`config.mk`:
```
export PLATFORM = sky130hd
export DESIGN_NAME = apb_master_bridge
export DESIGN_NICKNAME = d
export VERILOG_FILES = /design/src/rtl/apb_master_bridge.sv
export SDC_FILE = /design/constraint.sdc
export NUM_CORES = 1
export LEC_CHECK = 0
export ABC_CLOCK_PERIOD_IN_PS = 2820
export CAP_MARGIN = 20
export CORE_ASPECT_RATIO = 1.2
export CORE_UTILIZATION = 29
export DETAILED_ROUTE_END_ITERATION = 16
export DONT_BUFFER_PORTS = 1
export HOLD_SLACK_MARGIN = 0.02
export MAX_ROUTING_LAYER = met4
export SYNTH_ARGS = -nofsm -noshare
export SYNTH_HDL_FRONTEND = slang
export SYNTH_SLANG_ARGS = --single-unit
```
`constraint.sdc`:
```
create_clock -name PCLK -period 2.82 [get_ports PCLK]
set_clock_uncertainty 0.1 [all_clocks]
set_input_delay 0.564 -clock PCLK [delete_from_list [all_inputs] [get_ports PCLK]]
set_output_delay 0.564 -clock PCLK [all_outputs]
set_load 0.02 [all_outputs]
```
`src/rtl/apb_master_bridge.sv`:
```
//==============================================================================
// apb_master_bridge: single-outstanding LSU request to two-slave APB bridge.
// Rev 1.0
//==============================================================================
`default_nettype none

module apb_master_bridge #(
  parameter logic [31:0] MEM_BASE = 32'h0000_3000,
  parameter logic [31:0] MEM_LAST = 32'h0000_37FF,
  parameter logic [31:0] TMR_BASE = 32'h0000_4000,
  parameter logic [31:0] TMR_LAST = 32'h0000_401F,
  parameter int          TIMEOUT  = 16
) (
  input  logic        PCLK,
  input  logic        PRESETn,
  input  logic        req_valid,
  output logic        req_ready,
  input  logic        req_write,
  input  logic [31:0] req_addr,
  input  logic [31:0] req_wdata,
  output logic        rsp_valid,
  output logic [31:0] rsp_rdata,
  output logic        rsp_err,
  output logic        PSEL_MEM,
  output logic        PSEL_TMR,
  output logic        PENABLE,
  output logic        PWRITE,
  output logic [31:0] PADDR,
  output logic [31:0] PWDATA,
  input  logic [31:0] PRDATA_MEM,
  input  logic        PREADY_MEM,
  input  logic [31:0] PRDATA_TMR,
  input  logic        PREADY_TMR
);

  localparam int                 C_CNT_W    = $clog2(TIMEOUT) + 1;
  localparam logic [C_CNT_W-1:0] C_CNT_LAST = C_CNT_W'(TIMEOUT - 1);
  localparam logic [C_CNT_W-1:0] C_CNT_ONE  = C_CNT_W'(1);

  typedef enum logic [1:0] {
    S_IDLE   = 2'd0,
    S_SETUP  = 2'd1,
    S_ACCESS = 2'd2,
    S_RESP   = 2'd3
  } state_t;

  state_t             state_q, state_d;
  logic               sel_tmr_q, sel_tmr_d;
  logic [C_CNT_W-1:0] cnt_q, cnt_d;
  logic [31:0]        paddr_q, paddr_d;
  logic               pwrite_q, pwrite_d;
  logic [31:0]        pwdata_q, pwdata_d;
  logic [31:0]        rdata_q, rdata_d;
  logic               err_q, err_d;
  logic               rsp_valid_q, rsp_valid_d;
  logic               req_ready_q, req_ready_d;
  logic               psel_mem_q, psel_mem_d;
  logic               psel_tmr_q, psel_tmr_d;
  logic               penable_q, penable_d;

  logic               w_hit_mem;
  logic               w_hit_tmr;
  logic               w_misaligned;
  logic               w_pready;
  logic [31:0]        w_prdata;

  assign w_hit_mem    = (req_addr >= MEM_BASE) && (req_addr <= MEM_LAST);
  assign w_hit_tmr    = (req_addr >= TMR_BASE) && (req_addr <= TMR_LAST);
  assign w_misaligned = (req_addr[1:0] != 2'b00);
  assign w_pready     = sel_tmr_q ? PREADY_TMR : PREADY_MEM;
  assign w_prdata     = sel_tmr_q ? PRDATA_TMR : PRDATA_MEM;

  always_comb begin
    state_d     = state_q;
    sel_tmr_d   = sel_tmr_q;
    cnt_d       = cnt_q;
    paddr_d     = paddr_q;
    pwrite_d    = pwrite_q;
    pwdata_d    = pwdata_q;
    rdata_d     = rdata_q;
    err_d       = err_q;
    rsp_valid_d = 1'b0;

    case (state_q)
      S_IDLE: begin
        if (req_valid && req_ready_q) begin
          paddr_d  = req_addr;
          pwrite_d = req_write;
          pwdata_d = req_wdata;
          if (w_misaligned || !(w_hit_mem || w_hit_tmr)) begin
            state_d     = S_RESP;
            rsp_valid_d = 1'b1;
            err_d       = 1'b1;
            rdata_d     = 32'd0;
          end else begin
            state_d   = S_SETUP;
            sel_tmr_d = w_hit_tmr;
            cnt_d     = '0;
          end
        end
      end
      S_SETUP: begin
        state_d = S_ACCESS;
      end
      S_ACCESS: begin
        if (w_pready) begin
          state_d     = S_RESP;
          rsp_valid_d = 1'b1;
          err_d       = 1'b0;
          rdata_d     = pwrite_q ? 32'd0 : w_prdata;
        end else begin
          cnt_d = cnt_q + C_CNT_ONE;
          // cnt_q counts earlier stalled cycles, so this is the TIMEOUT-th one
          if (cnt_q == C_CNT_LAST) begin
            state_d     = S_RESP;
            rsp_valid_d = 1'b1;
            err_d       = 1'b1;
            rdata_d     = 32'd0;
          end
        end
      end
      default: begin
        state_d = S_IDLE;
      end
    endcase

    // Outputs are registered off the next state so they change on the edge.
    req_ready_d = (state_d == S_IDLE);
    penable_d   = (state_d == S_ACCESS);
    psel_mem_d  = !sel_tmr_d && ((state_d == S_SETUP) || (state_d == S_ACCESS));
    psel_tmr_d  =  sel_tmr_d && ((state_d == S_SETUP) || (state_d == S_ACCESS));
  end

  always_ff @(posedge PCLK or negedge PRESETn) begin
    if (!PRESETn) begin
      state_q     <= S_IDLE;
      sel_tmr_q   <= 1'b0;
      cnt_q       <= '0;
      paddr_q     <= 32'd0;
      pwrite_q    <= 1'b0;
      pwdata_q    <= 32'd0;
      rdata_q     <= 32'd0;
      err_q       <= 1'b0;
      rsp_valid_q <= 1'b0;
      req_ready_q <= 1'b1;
      psel_mem_q  <= 1'b0;
      psel_tmr_q  <= 1'b0;
      penable_q   <= 1'b0;
    end else begin
      state_q     <= state_d;
      sel_tmr_q   <= sel_tmr_d;
      cnt_q       <= cnt_d;
      paddr_q     <= paddr_d;
      pwrite_q    <= pwrite_d;
      pwdata_q    <= pwdata_d;
      rdata_q     <= rdata_d;
      err_q       <= err_d;
      rsp_valid_q <= rsp_valid_d;
      req_ready_q <= req_ready_d;
      psel_mem_q  <= psel_mem_d;
      psel_tmr_q  <= psel_tmr_d;
      penable_q   <= penable_d;
    end
  end

  assign req_ready = req_ready_q;
  assign rsp_valid = rsp_valid_q;
  assign rsp_rdata = rdata_q;
  assign rsp_err   = err_q;
  assign PSEL_MEM  = psel_mem_q;
  assign PSEL_TMR  = psel_tmr_q;
  assign PENABLE   = penable_q;
  assign PWRITE    = pwrite_q;
  assign PADDR     = paddr_q;
  assign PWDATA    = pwdata_q;

endmodule

`default_nettype wire
```
==> impl_metrics.json <==
{
  "cts_tree": "yes",
  "clk_path_buf_depth": 2,
  "fin_setup_tns_ns": 0,
  "numCtsBuffers": 9,
  "fin_cells": 718,
  "setup_viol": 0,
  "areaGrowthSynthToFinish_pct": 9.86,
  "ant_nets": 0,
  "drc": 0,
  "cp-end-kind": "flip-flop",
  "hold_viol": 111,
  "synth_area_um2": 5130,
  "cts_setup_buffers": 0,
  "ys_ff_latch": 111,
  "synth-warning-count": 0,
  "final_common_cell": "nand2_1",
  "cts_max_level": 3,
  "synth_top_area_cell": "dfrtp_1",
  "clockRootBuffer": "clkbuf_16",
  "io_pins": 237,
  "r2r_slack_ns": 0.39,
  "critical_path_arrival_ns": 2.56,
  "grt_usage": 0.137,
  "ys_types": 43,
  "antenna-diode-count": 0,
  "post_cts_resized": 0,
  "grt_pass1_vias": 3596,
  "combPwrFrac": 0.244,
  "cp.required_ns": 2.96,
  "synth_top_area_frac": 0.537,
  "power.share.sequential": 0.543,
  "dp_hpwl_um": 8860,
  "synth_area_leaders": "dfrtp_1 54%, nand2_1 15%, mux2_4 8.8%",
  "cp-start-kind": "flip-flop",
  "io_buffers": 0,
  "crit_path_end": "rsp_rdata[26]",
  "worst_pin_slew_ns": 0.663,
  "final_cell_mix": "202 x nand2_1, 109 x dfrtp_1, 37 x nor2_1",
  "postPlaceCellArea_um2": 5300,
  "rr_worst_depth": 8,
  "p_clk_frac": 0.213,
  "synth-seq-area-share": 0.542,
  "dp.cells": 702,
  "status": "finished, violations left",
  "drt-total-wl_um": 12300,
  "finalCritPeriodShare": 0.860,
  "drive_gt1_frac": 0.131,
  "core-area_um2": 17100,
  "antenna_found_initial": 0,
  "clk_latency_ns": 0.35,
  "die_x_um": 123,
  "hold_class": "input pin to asynchronous set/reset pin",
  "grt_overflow": 0,
  "rows": 52,
  "synth_ff_type": "dfrtp_1",
  "grt_pass1_wl_um": 18200,
  "fp.dieArea_um2": 18200,
  "slew_headroom": 0.558,
  "timing.rr.end": "rsp_rdata[26]",
  "syn_inst": 508,
  "drtIter0Drc": 166,
  "die_h_um": 148,
  "critPathKind": "flip-flop to flip-flop",
  "critPathLaunch": "state_q[0]",
  "total_power_w": 0.00678,
  "nets": 637,
  "sw_frac_of_total": 0.423,
  "vias": 3441,
  "violations": "negative hold slack",
  "slew_violations": 0,
  "synth_nets": 648,
  "syn_avg_cell_area_um2": 10.1,
  "leakagePower_nw": 2.80,
  "reg2reg_from": "state_q[0]",
  "path_max_fanout": 33,
  "synth_edf_count": 0,
  "start_util": 0.300,
  "peakVddDrop_uv": 440,
  "max_freq_mhz": 412,
  "grt_setup_unrepaired": "no",
  "drt-vias-per-instance": 4.79,
  "p_int_w": 0.00391,
  "cts.reportedPaths.clkPinSlew_ns": 0.08,
  "grt_max_degree": 112,
  "p_sw_w": 0.00286,
  "holdWs_ns": -0.204,
  "routedWlPerCell_um": 17.1,
  "p_per_area_nw_per_um2": 1200,
  "maxCapViolCount": 0,
  "gp_congestion": 0.766,
  "async_flop_share": 1.00,
  "drtPass1Iterations": 4,
  "clock_sinks": 111,
  "fin_crit_ns": 2.43,
  "final_area_um2": 5630
}
## final cells by class
cell class | instances | area (um2)
Inverter | 8 | 30.0
Clock buffer | 10 | 239
Timing Repair Buffer | 6 | 57.6
Multi-Input combinational cell | 361 | 2160
Tap cell | 216 | 270
Clock inverter | 6 | 97.6
Fill cell | 1748 | 11500
Sequential cell | 111 | 2780
## cell families after synthesis
logic type	Yosys count	synth area share
muxes	68	0.163
and+or+nand+nor	261	0.207
buffers and inverters	36	0.0393
AOI/OAI and AO/OA	26	0.0334
adders and majority gates	6	0.0146
DFF	111	0.542
## worst max-delay path, stage by stage, from the launching register on
cell and delay (ns):
dfrtp_1 0.42, inv_1 0.10, ha_1 0.31, inv_1 0.17, nor2_4 0.23, a21oi_1 0.08
a221o_2 0.35, buf_12 0.19, mux2_4 0.33
## stage by stage
step	util	hold slack (ns)	worst slack, ns
2_1_floorplan	-	0.168	0.581
3_3_place_gp	0.309	0.170	0.0765
3_5_place_dp	0.309	0.170	0.0502
4_1_cts	0.329	-0.221	0.426
5_1_grt	0.329	-0.219	0.296
6_report	0.329	-0.204	0.394
## cell usage after synthesis, types with 2 or more instances
library cell    n
buf_6           2
nand2b_1        2
a211oi_1        2
buf_1           5
nor2_1         37
a21oi_1         9
o21ai_0         3
nor2b_1         2
dfrtp_1       110
ha_1            6
clkbuf_1       16
mux2i_1        33
mux2_2          5
nor4_1          6
buf_12          3
nand2_1       202
inv_1           8
mux2_4         30
o31ai_1         3
## state kept, by name, indices dropped and copies added (netlist names), 2 cells and up
name and flops:
PADDR 32, rsp_rdata 32, state_q 2, PWDATA 32, cnt_q 5
## power groups by stage
stage / sequential [W] / combinational (W) / clock, W
after floorplan: 0.00350 / 0.00151 / 0
after global placement: 0.00370 / 0.00159 / 0
after detailed placement: 0.00371 / 0.00169 / 0
after CTS: 0.00370 / 0.00169 / 0.00149
after global routing: 0.00378 / 0.00187 / 0.00154
final: 0.00368 / 0.00166 / 0.00144
## per-layer routing
layer / vias to the layer above / part of all wire / global-route usage
li1: 1632 / - / -
met1: 1645 / 0.39 / 0.146
met2: 152 / 0.52 / 0.239
met3: 12 / 0.077 / 0.0340
met4: 0 / 0.0095 / 0.0554
met5: - / 0 / -
## worst min path at each step
| stage | startpoint | endpoint | slack, ns |
|---|---|---|---|
| after global routing | PRESETn | rsp_rdata[14] | -0.22 |
| final | PRESETn | rsp_rdata[14] | -0.20 |
| after floorplan | PRESETn | PADDR[0] | 0.17 |
| after CTS | PRESETn | rsp_rdata[3] | -0.22 |
| after global placement | PRESETn | rsp_rdata[14] | 0.17 |
| after detailed placement | PRESETn | rsp_rdata[3] | 0.17 |
(Power assumes the default switching activity.)
